File: src/rtl/uart_tx_sched_pkg.sv
// -----------------------------------------------------------------------------
// uart_tx_sched_pkg
// Shared constants and types for the UART transmit scheduler.
//   UART_SYS_CLK / UART_BPS  : system clock and line rate
//   UART_BIT_CYCLES          : clk cycles per UART bit
//   UART_FRAME_BITS          : 8N1 frame length (start + 8 data + stop)
//   UART_FRAME_CYCLES        : clk cycles per complete frame
//   sched_state_e            : scheduler FSM encoding
//   cnt_width()              : bits needed for a 0..n-1 counter or index
// -----------------------------------------------------------------------------
package uart_tx_sched_pkg;

    localparam int unsigned UART_SYS_CLK      = 50_000_000;
    localparam int unsigned UART_BPS          = 9600;
    localparam int unsigned UART_BIT_CYCLES   = UART_SYS_CLK / UART_BPS;
    localparam int unsigned UART_FRAME_BITS   = 10;
    localparam int unsigned UART_FRAME_CYCLES = UART_BIT_CYCLES * UART_FRAME_BITS;

    typedef enum logic [2:0] {
        StIdle  = 3'd0,
        StLoad  = 3'd1,
        StStart = 3'd2,
        StWait  = 3'd3,
        StGap   = 3'd4
    } sched_state_e;

    // Width of a counter/index covering 0..n-1; never narrower than one bit.
    function automatic int unsigned cnt_width(input int unsigned n);
        return (n > 1) ? $clog2(n) : 1;
    endfunction

endpackage

File: src/rtl/uart_tx_sched_rr_arbiter.sv
// -----------------------------------------------------------------------------
// uart_tx_sched_rr_arbiter
// Combinational round-robin pick: first set request searching upward from
// last_grant_i + 1 with wrap-around.
//   req_i        : request vector
//   last_grant_i : index granted most recently
//   grant_o      : selected index (0 when no request)
//   any_req_o    : at least one request is set
// -----------------------------------------------------------------------------
module uart_tx_sched_rr_arbiter
    import uart_tx_sched_pkg::*;
#(
    parameter  int unsigned NUM_REQ = 4,
    localparam int unsigned IdxW    = cnt_width(NUM_REQ)
) (
    input  logic [NUM_REQ-1:0] req_i,
    input  logic [IdxW-1:0]    last_grant_i,
    output logic [IdxW-1:0]    grant_o,
    output logic               any_req_o
);

    always_comb begin
        int unsigned idx;
        idx     = 0;
        grant_o = '0;
        // Walk from the farthest candidate to the nearest so the nearest
        // requester after last_grant_i is the one left in grant_o.
        for (int unsigned k = NUM_REQ; k > 0; k--) begin
            idx = (32'(last_grant_i) + k) % NUM_REQ;
            if (req_i[idx[IdxW-1:0]]) begin
                grant_o = idx[IdxW-1:0];
            end
        end
    end

    assign any_req_o = |req_i;

endmodule

File: src/rtl/uart_tx_sched.sv
// -----------------------------------------------------------------------------
// uart_tx_sched
// Round-robin scheduler sharing one 8N1 UART transmitter among NUM_REQ byte
// producers. One start_tx pulse per accepted byte, waits for done_tx (with a
// timeout), then holds an idle gap before arbitrating again.
//   clk, rst_n     : system clock, asynchronous active-low reset
//   req_valid_i    : per-requester byte valid, held until req_ready_o
//   req_data_i     : byte for requester i in bits [8i+7:8i]
//   req_ready_o    : one-hot, single-cycle accept strobe (registered)
//   start_tx_o     : one-cycle start pulse to the transmitter
//   data_tx_o      : byte to transmit, held until the next accepted byte
//   done_tx_i      : one-cycle frame-complete pulse from the transmitter
//   busy_o         : scheduler is not idle
//   grant_id_o     : current or last granted requester
//   timeout_err_o  : one-cycle pulse when done_tx never arrived
// All outputs are registered.
// -----------------------------------------------------------------------------
module uart_tx_sched
    import uart_tx_sched_pkg::*;
#(
    parameter  int unsigned NUM_REQ        = 4,
    parameter  int unsigned GAP_CYCLES     = 16,
    // Must exceed UART_FRAME_CYCLES for the real transmitter.
    parameter  int unsigned TIMEOUT_CYCLES = 60000,
    localparam int unsigned IdxW           = cnt_width(NUM_REQ)
) (
    input  logic                 clk,
    input  logic                 rst_n,
    input  logic [NUM_REQ-1:0]   req_valid_i,
    input  logic [8*NUM_REQ-1:0] req_data_i,
    output logic [NUM_REQ-1:0]   req_ready_o,
    output logic                 start_tx_o,
    output logic [7:0]           data_tx_o,
    input  logic                 done_tx_i,
    output logic                 busy_o,
    output logic [IdxW-1:0]      grant_id_o,
    output logic                 timeout_err_o
);

    localparam int unsigned ToW  = cnt_width(TIMEOUT_CYCLES);
    localparam int unsigned GapW = cnt_width(GAP_CYCLES);

    localparam logic [ToW-1:0]  ToLast  = ToW'(TIMEOUT_CYCLES - 1);
    // Only meaningful when GAP_CYCLES > 0; the gap state is skipped otherwise.
    localparam logic [GapW-1:0] GapLast = GapW'(GAP_CYCLES - 1);

    localparam sched_state_e AfterWait = (GAP_CYCLES == 0) ? StIdle : StGap;

    sched_state_e         state_q;
    logic [IdxW-1:0]      last_grant_q;
    logic [IdxW-1:0]      grant_id_q;
    logic [NUM_REQ-1:0]   req_ready_q;
    logic                 start_tx_q;
    logic [7:0]           data_tx_q;
    logic                 busy_q;
    logic                 timeout_err_q;
    logic [ToW-1:0]       to_cnt_q;
    logic [GapW-1:0]      gap_cnt_q;

    logic [IdxW-1:0]      arb_grant;
    logic                 arb_any;

    uart_tx_sched_rr_arbiter #(
        .NUM_REQ (NUM_REQ)
    ) u_arbiter (
        .req_i        (req_valid_i),
        .last_grant_i (last_grant_q),
        .grant_o      (arb_grant),
        .any_req_o    (arb_any)
    );

    always_ff @(posedge clk or negedge rst_n) begin
        if (!rst_n) begin
            state_q       <= StIdle;
            last_grant_q  <= IdxW'(NUM_REQ - 1);
            grant_id_q    <= '0;
            req_ready_q   <= '0;
            start_tx_q    <= 1'b0;
            data_tx_q     <= '0;
            busy_q        <= 1'b0;
            timeout_err_q <= 1'b0;
            to_cnt_q      <= '0;
            gap_cnt_q     <= '0;
        end else begin
            // Strobes default low so each lasts exactly one cycle.
            req_ready_q   <= '0;
            start_tx_q    <= 1'b0;
            timeout_err_q <= 1'b0;

            unique case (state_q)
                StIdle: begin
                    if (arb_any) begin
                        grant_id_q   <= arb_grant;
                        last_grant_q <= arb_grant;
                        state_q      <= StLoad;
                        busy_q       <= 1'b1;
                    end
                end

                StLoad: begin
                    if (req_valid_i[grant_id_q]) begin
                        req_ready_q[grant_id_q] <= 1'b1;
                        data_tx_q               <= req_data_i[8*grant_id_q +: 8];
                        state_q                 <= StStart;
                    end else begin
                        // Producer withdrew; last_grant_q keeps the skipped
                        // index so the search moves on past it.
                        state_q <= StIdle;
                        busy_q  <= 1'b0;
                    end
                end

                StStart: begin
                    start_tx_q <= 1'b1;
                    to_cnt_q   <= '0;
                    state_q    <= StWait;
                end

                StWait: begin
                    // done_tx has priority over a coincident timeout.
                    if (done_tx_i || (to_cnt_q == ToLast)) begin
                        timeout_err_q <= !done_tx_i;
                        gap_cnt_q     <= '0;
                        state_q       <= AfterWait;
                        busy_q        <= (AfterWait != StIdle);
                    end else begin
                        to_cnt_q <= to_cnt_q + 1'b1;
                    end
                end

                StGap: begin
                    if (gap_cnt_q == GapLast) begin
                        state_q <= StIdle;
                        busy_q  <= 1'b0;
                    end else begin
                        gap_cnt_q <= gap_cnt_q + 1'b1;
                    end
                end

                default: begin
                    state_q <= StIdle;
                    busy_q  <= 1'b0;
                end
            endcase
        end
    end

    assign req_ready_o   = req_ready_q;
    assign start_tx_o    = start_tx_q;
    assign data_tx_o     = data_tx_q;
    assign busy_o        = busy_q;
    assign grant_id_o    = grant_id_q;
    assign timeout_err_o = timeout_err_q;

endmodule

File: config.mk
export PLATFORM = sky130hd
export DESIGN_NAME = uart_tx_sched
export DESIGN_NICKNAME = d
export VERILOG_FILES = /design/src/rtl/uart_tx_sched_pkg.sv /design/src/rtl/uart_tx_sched_rr_arbiter.sv /design/src/rtl/uart_tx_sched.sv
export SDC_FILE = /design/constraint.sdc
export NUM_CORES = 1
export LEC_CHECK = 0
export BUFFER_PORTS_ARGS = -buffer_cell sky130_fd_sc_hd__buf_2
export CORE_MARGIN = 5
export CORE_UTILIZATION = 48
export DETAILED_ROUTE_END_ITERATION = 12
export PLACE_DENSITY = 0.79
export SKIP_LAST_GASP = 1
export SLEW_MARGIN = 20
export SYNTH_ARGS = -nofsm -noshare
export SYNTH_HDL_FRONTEND = slang
export SYNTH_SLANG_ARGS = --single-unit
File: constraint.sdc
create_clock -name clk -period 1.9 [get_ports clk]
set_clock_uncertainty 0.2 [all_clocks]
set_input_delay 0.38 -clock clk [delete_from_list [all_inputs] [get_ports clk]]
set_output_delay 0.38 -clock clk [all_outputs]
set_load 0.1 [all_outputs]
=== Yosys cells after proc, flatten, opt, wreduce, memory -nomap -nowiden ===
Cells that the tools add are included.

* Flip-flop bits (word level): 42
* Latch bits: 0
* RAM bits: 0
* ROM bits: 0
* Bits of input ports: 39
* Output and inout bits: 17
* Word-level logic and storage cells: 85
* Memories: 0

* Add/subtract/negate cells: 6
* $mul: 0
* Divide/modulo/power cells: 0
* Order comparisons: 6
* Equal/unequal tests: 12
* Shifts and indexed selects: 1
* Mux-type cells: 36
* Bitwise gates (word level): 1
* Reduce and logical (&&, ||, !) cells: 13

{| class="wikitable"
|+ Operators by type and width
! kind !! count
|-
| one-hot mux 16 bit (2 select lines) || 1
|-
| indexed part select 32 x 6 -> 8 bit || 1
|-
| adder 16 x 1 -> 16 bit (second input constant) || 1
|-
| == test 16 bit (second input constant) || 1
|-
| two-way mux 16 bit || 1
|-
| two-way mux 4 bit || 4
|-
| less-than comparator 2 x 3 -> 1 bit (second input constant) || 5
|-
| one-hot mux 3 bit (5 select lines) || 1
|-
| two-way mux 1 bit || 13
|-
| != test 2 bit (second input constant) || 6
|-
| binary-select mux 1 bit (select 2 bit) || 5
|-
| two-way mux 2 bit || 5
|-
| two-way mux 3 bit || 3
|-
| one-hot mux 4 bit (2 select lines) || 1
|-
| == test 3 x 2 -> 1 bit (second input constant) || 2
|-
| AND reduction 2 bit || 3
|-
| AND reduction 3 bit || 2
|-
| one-hot mux 1 bit (5 select lines) || 1
|-
| AND reduction 5 bit || 1
|-
| adder 2 x 1 -> 2 bit (second input constant) || 2
|-
| adder 2 bit (second input constant) || 2
|-
| adder 4 x 1 -> 4 bit (second input constant) || 1
|-
| == test 4 bit (second input constant) || 1
|-
| nonzero test 2 bit || 2
|-
| other kinds (10) || 10
|}

=== Longest topological paths before layout ===
Gate-level depths: netlist of the first run.

* Depth after elaboration: 7
* Depth in mapped cells: 8
* Depth with buffers taken out: 6

=== Cells and area by module ===
A second synthesis of the first run with hierarchy kept.

* Cells, all modules: 204
* Area total of the unflattened synthesis: 2270.9 µm²

{| class="wikitable"
|+ Modules (own cells, without submodules)
! module !! times used !! cells an instance !! area an instance (µm²) !! sequential area each (µm²)
|-
| uart_tx_sched || 1 || 190 || 2179.6 || 1053.5
|-
| uart_tx_sched_rr_arbiter || 1 || 14 || 91.3 || 0.0
|}

=== Worst setup path after synthesis of the first run ===
No wires, ideal clock.

* Path type: flip-flop to flip-flop
* Start point: register grant_id_q[0], in the netlist grant_id_o[0]
* End point: register data_tx_q[1], in the netlist data_tx_o[1]
* Library setup time: 126 ps
* Arrival: 2303 ps
* Required time: 1574 ps
* Setup slack: -729 ps
* Stages on the path, launching flop included: 5
* Buffers on the path: 1
* Clock period less this slack: 2629 ps
* Path through: dfrtp_1 mux4_2 nand3_1 buf_2 mux2_2

* Word-level cells in the longest chain between the ends: 3
* Elaborated cells on any way between the ends: 4
* Classes of those cells: shift (1); mux (2); reduce/logical (1)

{| class="wikitable"
|+ Ends and longest elaborated chain
! element !! RTL line !! RTL
|-
| from (decl) || uart_tx_sched.sv:51 || <nowiki>logic [IdxW-1:0] grant_id_q;</nowiki>
|-
| from (signal assigned) || uart_tx_sched.sv:93 || <nowiki>grant_id_q <= arb_grant;</nowiki>
|-
| branches (longest 3 deep; another with indexed part select 32 x 6 -> 8 bit) || n/a ||
|-
| to (signal assigned) || uart_tx_sched.sv:103 || <nowiki>data_tx_q <= req_data_i[8*grant_id_q +: 8];</nowiki>
|-
| to (decl) || uart_tx_sched.sv:54 || <nowiki>logic [7:0] data_tx_q;</nowiki>
|}

Several ways; the timed one is not identified. The select of a mux whose other input is x is not followed.
A chain may end at the register's enable or synchronous reset.

=== Worst setup path after layout of the first run ===
* Start point: register to_cnt_q[1]
* End point: register to_cnt_q[14]

* Word-level cells in the longest chain between the ends: 4
* Elaborated cells on any way between the ends: 7
* Classes of those cells: add/sub (1); eq/ne (2); mux (2); reduce/logical (2)

{| class="wikitable"
|+ Ends and longest elaborated chain
! element !! RTL line !! RTL
|-
| from (decl) || uart_tx_sched.sv:57 || <nowiki>logic [ToW-1:0] to_cnt_q;</nowiki>
|-
| from (signal assigned) || uart_tx_sched.sv:127 || <nowiki>to_cnt_q <= to_cnt_q + 1'b1;</nowiki>
|-
| branches (longest 4 deep; another with adder 16 x 1 -> 16 bit) || n/a ||
|}

Several ways; the timed one is not identified. The select of a mux whose other input is x is not followed.

==> results of run 1 <==
[report_power, final]
group | total (mW) | switching, mW | leakage, nW | internal [mW]
Sequential | 1.33 | 0.165 | 0.545 | 1.16
Clock | 0.603 | 0.309 | 0.0482 | 0.294
Combinational | 2.83 | 1.82 | 0.924 | 1.01
[final timing paths]
check                                               from                        end  depth (start not counted)
worst max-delay path             to_cnt_q[1]$_DFFE_PN0P_   to_cnt_q[14]$_DFFE_PN0P_                          6
worst min-delay path                      req_valid_i[3]   req_ready_o[3]$_DFF_PN0_                          3
worst max register to register   to_cnt_q[1]$_DFFE_PN0P_   to_cnt_q[14]$_DFFE_PN0P_                          6
worst min register to register  data_tx_o[4]$_DFFE_PN0P_   data_tx_o[4]$_DFFE_PN0P_                          1
max in group asynchronous                          rst_n  grant_id_o[0]$_DFFE_PN0P_                          3
min in group asynchronous                          rst_n   gap_cnt_q[2]$_DFFE_PN0P_                          2
[cells in the final DEF, fill, tap and decap left out, types with 3 or more instances in the layout]
master and n:
nand2_1 16, nand3_1 7, a21oi_1 12, nand2b_1 4, a21o_1 4, or4_1 3, and3_1 3, buf_4 46
o21ai_0 9, buf_2 53, a21oi_2 3, mux2_2 3, clkbuf_8 6, or4_4 3, or3_1 4, mux2_4 5
buf_12 3, nor2_1 9, o31ai_1 7, mux4_2 9, inv_1 4, mux2i_1 3, dfrtp_1 38, nor3b_1 3
and4_4 3, nand4_1 8
[metal layers]
metal  track usage (%)  vias to the layer above  routed length [um]
li1                  -                     1030                   -
met1              24.9                     1103                2610
met2              34.7                       51                3330
met3              3.61                        8                 239
met4              5.33                        0                  89
met5                 0                        -                   0
[worst max-delay path: stages (launching register included)]
cell,delay (ns)
dfrtp_1,0.36
ha_2,0.18
and4_4,0.22
buf_6,0.13
nand4_1,0.12
or4_4,0.51
a21oi_2,0.14
[cell families (layout without fill, tap and decap cells)]
family                   count (synthesis)  count (layout)  share of synthesized area [%]
AO/OA/AOI/OAI                           50              50                           14.0
XOR/XNOR                                 2               2                          0.757
adder cells (fa/ha/maj)                  2               2                           1.08
buffers and inverters                   20             118                           4.00
flip-flops                              42              42                           45.5
multiplexers                            20              20                           14.0
AND/OR/NAND/NOR                         82              83                           20.7
[layout make-up]
cell class                 count  area (um^2)  share of cell area [%]
clock buffer                   7         86.3                    2.67
clock inverter                 1         5.00                   0.155
sequential                    42         1060                    32.7
timing repair buffer         105          703                    21.7
inverter                       5         18.8                   0.580
multi-input combinational    157         1300                    40.1
tap                           54         67.6                    2.09
[timing repair]
| item | in CTS | in global routing |
|---|---|---|
| pin swaps | 2 | 4 |
| hold endpoints to repair | 12 | 0 |
| endpoints found under the setup margin | 15 | 18 |
| setup buffers | 4 | 3 |
| hold buffers | 1 | 0 |
| gates resized for setup | 5 | 20 |
| cloned | 0 | 1 |
[stage by stage]
step | setup TNS (ns) | utilization (%)
6_report | -0.0269 | 69.0
5_1_grt | -0.240 | 69.0
4_1_cts | 0 | 66.9
3_5_place_dp | -1.04 | 63.6
3_3_place_gp | -0.435 | 63.6
2_1_floorplan | -1.21 | -
[sequential cells by signal, indices dropped and copies added (netlist names)]
register	count
last_grant_q	2
gap_cnt_q	4
data_tx_o	8
state_q	3
start_tx_o	1
timeout_err_o	1
busy_o	1
req_ready_o	4
to_cnt_q	16
grant_id_o	2
==> results.json, run 1 <==
{
  "p_leak_nw": 1.52,
  "p_per_area_mw_per_mm2": 1470,
  "async_flop_share_pct": 100,
  "cts_made_buffers": 5,
  "critPathKind": "flop to flop",
  "fin_hold_ws_ns": 0.147,
  "post-route-min-period_ns": 1.93,
  "rsz0062_at_grt": "true",
  "slew_headroom_pct": 66.6,
  "ir_drop_mv": 0.942,
  "hold_path_class": "primary input to flop",
  "synth_top_area_cell": "dfrtp_1",
  "layout-drive-gt1-share_pct": 49.5,
  "yosysSeqAreaShare_pct": 45.5,
  "ys_types": 48,
  "violations": "setup timing",
  "cts_root_buf": "clkbuf_8",
  "htree_num_levels": 2,
  "overflow": 0,
  "ant_nets": 0,
  "clk_pin_slew_worst_paths_ns": 0.08,
  "grt_usage_pct": 19.8,
  "grt_max_degree": 29,
  "syn-mean-instance-area_um2": 10.6,
  "synth-edff-count": 0,
  "crit_fanout": 7,
  "wl_um": 6260,
  "setup_viol": 1,
  "portBuffers": 55,
  "setup_slack_ns": -0.0269,
  "r2r_setup_slack_ns": -0.03,
  "finish.instance_area_mm2": 0.00324,
  "grt_pass1_wl_um": 9800,
  "clkSinkCount": 42,
  "worstSetupEndpointType": "flop",
  "drc": 0,
  "syn-cell-area_mm2": 0.00231,
  "layout.nets": 357,
  "antenna_cells": 0,
  "total_power_mw": 4.76,
  "drt_iter0_markers": 151,
  "ys_top_cells_by_area": "dfrtp_1, mux4_2, mux2_2",
  "grt_pass1_vias": 2150,
  "post-place-ws_ns": -0.114,
  "ys.flop_type": "dfrtp_1",
  "place_area_mm2": 0.00299,
  "syn_to_final_growth_pct": 40.0,
  "firstDrtPassIters": 4,
  "synth_most_common_cell": "dfrtp_1",
  "coreArea_mm2": 0.00469,
  "clk_path_buf_depth": 2,
  "tightest_slew_ns": 0.504,
  "antenna_found_initial": 0,
  "die_area_mm2": 0.00631,
  "start_util_pct": 49.3,
  "num_vias": 2192,
  "cts_tree": "built",
  "outcome": "finished, violations left",
  "ys_warn_count": 0,
  "synth-seq-cells": 42,
  "gp_congestion": 0.861,
  "io_pins": 56,
  "clk_latency_ns": 0.29,
  "synth_fp_nets": 259,
  "slew_violations": 0,
  "fin_crit_sh_pct": 101,
  "cp.arrival_ns": 1.95,
  "netlist_instances": 218,
  "wl_per_cell_um": 16.9,
  "synthTopCellsByCount": "dfrtp_1, nand2_1, a21oi_1, nor2_1, o21ai_0",
  "required_ns": 1.92,
  "yosys.area.top_type_share_pct": 43.3,
  "cap_violations": 0,
  "rows": 25,
  "drt-vias-per-instance": 5.91,
  "nFillCells": 355,
  "die_y_um": 79.4,
  "hold_viol_final": 0,
  "place_inst": 354,
  "stdcell_count": 371,
  "start_kind": "flop",
  "clock.fmax_ghz": 0.519,
  "die_x_um": 79.4,
  "dpl.hpwl_um": 4580
}
Note: power is estimated with default switching activity, not from simulation.
==> run 2, diff against run 1 <==
--- a/config.mk
+++ b/config.mk
@@ -7,9 +7,9 @@
 export LEC_CHECK = 0
 export BUFFER_PORTS_ARGS = -buffer_cell sky130_fd_sc_hd__buf_2
 export CORE_MARGIN = 5
-export CORE_UTILIZATION = 48
+export CORE_UTILIZATION = 57
 export DETAILED_ROUTE_END_ITERATION = 12
-export PLACE_DENSITY = 0.79
+export PLACE_DENSITY = 0.87
 export SKIP_LAST_GASP = 1
 export SLEW_MARGIN = 20
 export SYNTH_ARGS = -nofsm -noshare
==> constraint.sdc (replaced) <==
create_clock -name clk -period 2.5 [get_ports clk]
set_clock_uncertainty 0.2 [all_clocks]
set_input_delay 0.5 -clock clk [delete_from_list [all_inputs] [get_ports clk]]
set_output_delay 0.5 -clock clk [all_outputs]
set_load 0.1 [all_outputs]
==> results.json, run 2 (synthesis results as in run 1) <==
{
  "timing.rr.start": "to_cnt_q[6]$_DFFE_PN0P_",
  "holdBufCountCts": 1,
  "crit_fanout": 20,
  "max_flop_register": "to_cnt_q",
  "cp-startpoint": "to_cnt_q[6]$_DFFE_PN0P_",
  "total_power_mw": 3.27,
  "coreArea_mm2": 0.00397,
  "mostFrequentLayoutCells": "buf_2, dfrtp_1, nand2_1",
  "worstHoldStart": "data_tx_o[0]$_DFFE_PN0P_",
  "io_pins": 56,
  "grt_pass1_wl_um": 9250,
  "hold_viol_final": 0,
  "cts_made_buffers": 5,
  "htree_num_levels": 2,
  "layout.nets": 315,
  "dpl.hpwl_um": 4170,
  "clk_pin_slew_worst_paths_ns": 0.08,
  "fin_hold_ws_ns": 0.290,
  "overflow": 0,
  "clock.fmax_ghz": 0.441,
  "fin_crit_sh_pct": 90.6,
  "post-route-min-period_ns": 2.27,
  "clk_path_buf_depth": 2,
  "ant_nets": 0,
  "cp.arrival_ns": 2.26,
  "timing.setup.tns_ns": 0,
  "worstSetupEndpointType": "flop",
  "drt_iter0_markers": 134,
  "p_leak_nw": 1.26,
  "die_area_mm2": 0.00543,
  "die_x_um": 73.7,
  "layout.cells.most_common": "buf_2",
  "setup_viol": 0,
  "grt_max_degree": 22,
  "nFillCells": 312,
  "tightest_slew_ns": 0.618,
  "layout-drive-gt1-share_pct": 34.2,
  "start_kind": "flop",
  "rows": 23,
  "portBuffers": 55,
  "fin_util_pct": 69.0,
  "cts_tree": "built",
  "clkSinkCount": 42,
  "slew_violations": 0,
  "required_ns": 2.50,
  "gp_congestion": 0.792,
  "critPathKind": "flop to flop",
  "antenna_found_initial": 0,
  "rr_worst_depth": 4,
  "die_y_um": 73.7,
  "clk_latency_ns": 0.30,
  "wl_per_cell_um": 17.5,
  "post-place-ws_ns": 0.265,
  "rsz0062_at_grt": "false",
  "cts_resized": 0,
  "firstDrtPassIters": 4,
  "hold_path_class": "flop to flop",
  "cap_violations": 0,
  "grt_usage_pct": 22.5,
  "p_per_area_mw_per_mm2": 1200,
  "start_util_pct": 58.3,
  "slew_headroom_pct": 58.8,
  "antenna_cells": 0,
  "grt_pass1_vias": 1967,
  "holdPathStages": 1,
  "syn_to_final_growth_pct": 18.4,
  "largest_reg_flops": 16,
  "wl_um": 5680,
  "drc": 0,
  "cts_root_buf": "clkbuf_8",
  "ir_drop_mv": 0.774,
  "num_vias": 2014,
  "drt-vias-per-instance": 6.20,
  "setup_slack_ns": 0.234,
  "cts_setup_buffers": 0,
  "outcome": "finished, final reports clean"
}
[run 2: final timing paths]
path                                              to  slack, ns
max in group asynchronous  grant_id_o[0]$_DFFE_PN0P_       1.25
hold / removal              data_tx_o[0]$_DFFE_PN0P_       0.29
min in group asynchronous   to_cnt_q[13]$_DFFE_PN0P_       0.34
setup reg to reg            gap_cnt_q[1]$_DFFE_PN0P_       0.23
setup / recovery            gap_cnt_q[1]$_DFFE_PN0P_       0.23
hold reg to reg             data_tx_o[0]$_DFFE_PN0P_       0.29
[run 2: worst max-delay path, stage by stage (launching register included)]
cell	delay, ns
dfrtp_1	0.45
nor4bb_1	0.40
and4_1	0.66
o22ai_1	0.23
a22o_1	0.21
[run 2: power by group]
part	internal, mW	switching, mW	total, mW	leakage, nW
registers	0.877	0.139	1.02	0.546
clock network	0.223	0.233	0.456	0.0482
logic	0.523	1.28	1.80	0.663
[run 2: layer usage]
metal / global-route usage [%] / wire [um]
met4: 9.46 / 148
met1: 27.2 / 2130
met2: 38.0 / 3150
met3: 5.75 / 253
met5: 0 / 0
[run 2: area by class of cell]
| class | count | area, um^2 | share of cell area (%) |
|---|---|---|---|
| tap | 50 | 62.6 | 2.28 |
| multi-input combinational | 156 | 1170 | 42.6 |
| timing repair buffer | 64 | 345 | 12.6 |
| clock buffer | 7 | 86.3 | 3.15 |
| inverter | 5 | 18.8 | 0.685 |
| sequential | 42 | 1050 | 38.5 |
| clock inverter | 1 | 5.00 | 0.183 |
[run 2: metrics by stage]
stage	cells	instance area, um^2
2_1_floorplan	218	2310
3_3_place_gp	316	2640
3_5_place_dp	316	2640
4_1_cts	325	2740
5_1_grt	325	2740
6_report	325	2740
==> run 3, diff against run 2 <==
==> constraint.sdc (replaced) <==
create_clock -name clk -period 2.5 [get_ports clk]
set_clock_uncertainty 0.2 [all_clocks]
set_input_delay 0.25 -clock clk [delete_from_list [all_inputs] [get_ports clk]]
set_output_delay 0.25 -clock clk [all_outputs]
set_load 0.1 [all_outputs]
==> results.json, run 3 (synthesis results as in run 1) <==
{
  "rows": 23,
  "overflow": 0,
  "hold_path_class": "primary input to flop",
  "io_pins": 56,
  "wl_um": 5360,
  "cts_root_buf": "clkbuf_8",
  "place_inst": 312,
  "gp_congestion": 0.823,
  "drc": 0,
  "ant_nets": 0,
  "die_y_um": 73.7,
  "p_per_area_mw_per_mm2": 1220,
  "grt_pass1_vias": 1890,
  "clock.fmax_ghz": 0.430,
  "slew_violations": 0,
  "critPathKind": "flop to flop",
  "max_flop_register": "to_cnt_q",
  "firstDrtPassIters": 4,
  "coreArea_mm2": 0.00397,
  "cts_tree": "built",
  "portBuffers": 55,
  "cp.arrival_ns": 2.32,
  "largest_reg_flops": 16,
  "stdcell_count": 321,
  "dpl.hpwl_um": 3900,
  "cts_made_buffers": 5,
  "num_vias": 1956,
  "layout.cells.most_common": "buf_2",
  "tightest_slew_ns": 0.923,
  "syn_to_final_growth_pct": 17.8,
  "wl_per_cell_um": 16.7,
  "ir_drop_mv": 0.790,
  "cts_resized": 0,
  "cap_violations": 0,
  "p_leak_nw": 1.24,
  "post-route-min-period_ns": 2.33,
  "mostFrequentLayoutCells": "buf_2, dfrtp_1, nand2_1",
  "htree_num_levels": 2,
  "clk_path_buf_depth": 2,
  "start_kind": "flop",
  "die_x_um": 73.7,
  "fin_crit_sh_pct": 93.0,
  "clkSinkCount": 42,
  "setup_viol": 0,
  "antenna_cells": 0,
  "required_ns": 2.49,
  "slew_headroom_pct": 38.4,
  "clk_pin_slew_worst_paths_ns": 0.08,
  "hold_viol_final": 0,
  "die_area_mm2": 0.00543,
  "layout.nets": 311,
  "grt_usage_pct": 21.0,
  "grt_pass1_wl_um": 8710,
  "start_util_pct": 58.3,
  "rsz0062_at_grt": "false",
  "grt_max_degree": 43,
  "cts_setup_buffers": 0,
  "timing.setup.tns_ns": 0,
  "drt_iter0_markers": 175,
  "antenna_found_initial": 0,
  "clk_latency_ns": 0.30,
  "holdBufCountCts": 1,
  "worstSetupEndpointType": "flop",
  "outcome": "finished, final reports clean",
  "layout-drive-gt1-share_pct": 32.8,
  "drt-vias-per-instance": 6.09,
  "crit_fanout": 20
}
## run 3: layer usage
metal / part of all wire [%] / vias to the layer above / global-route usage, %
met5: 0 / - / 0
met4: 1.6 / 0 / 7.85
met3: 3.7 / 9 / 5.20
met2: 55 / 41 / 36.9
met1: 39 / 962 / 24.7
li1: - / 944 / -
## run 3: critical path, cell delays in order (launching register included)
cell	delay, ns
dfrtp_1	0.39
ha_1	0.21
and4_1	0.34
and4_1	0.64
o22ai_1	0.23
a22o_1	0.22
## run 3: worst paths after layout
check                                          from                         to  slack (ns)  cells past startpoint
setup / recovery            to_cnt_q[0]$_DFFE_PN0P_   gap_cnt_q[1]$_DFFE_PN0P_        0.17                      5
hold reg to reg            gap_cnt_q[0]$_DFFE_PN0P_   gap_cnt_q[0]$_DFFE_PN0P_        0.30                      1
max in group asynchronous                     rst_n  grant_id_o[0]$_DFFE_PN0P_        1.05                      2
setup reg to reg            to_cnt_q[0]$_DFFE_PN0P_   gap_cnt_q[1]$_DFFE_PN0P_        0.17                      5
min in group asynchronous                     rst_n    timeout_err_o$_DFF_PN0_        0.42                      2
hold / removal                       req_valid_i[3]   req_ready_o[3]$_DFF_PN0_        0.05                      3
## run 3: through the flow
stage               worst slack, ns  util, %  power (mW)  hold slack (ns)  cell area, um^2
floorplan                    0.0806        -        2.48           -0.246             2310
global placement              0.272     65.7        2.76            0.223             2610
detailed placement            0.187     65.7        2.81            0.231             2610
CTS                           0.178     68.6        3.34           0.0409             2730
global route               0.000199     68.6        3.49           0.0691             2730
finish                        0.175     68.6        3.32           0.0473             2730
## run 3: report_power, final
| part | leakage [nW] | internal [mW] | switching, mW |
|---|---|---|---|
| Combinational | 0.643 | 0.509 | 1.26 |
| Sequential | 0.546 | 0.877 | 0.148 |
| Clock | 0.0524 | 0.299 | 0.228 |
| Total | 1.24 | 1.69 | 1.63 |
## run 3: layout make-up
type                       instances  area, um^2
tap                               50        62.6
clock buffer                       7        76.3
multi-input combinational        156        1170
clock inverter                     1        30.0
fill                             300        1250
inverter                           5        18.8
sequential                        42        1050
timing repair buffer              60         315
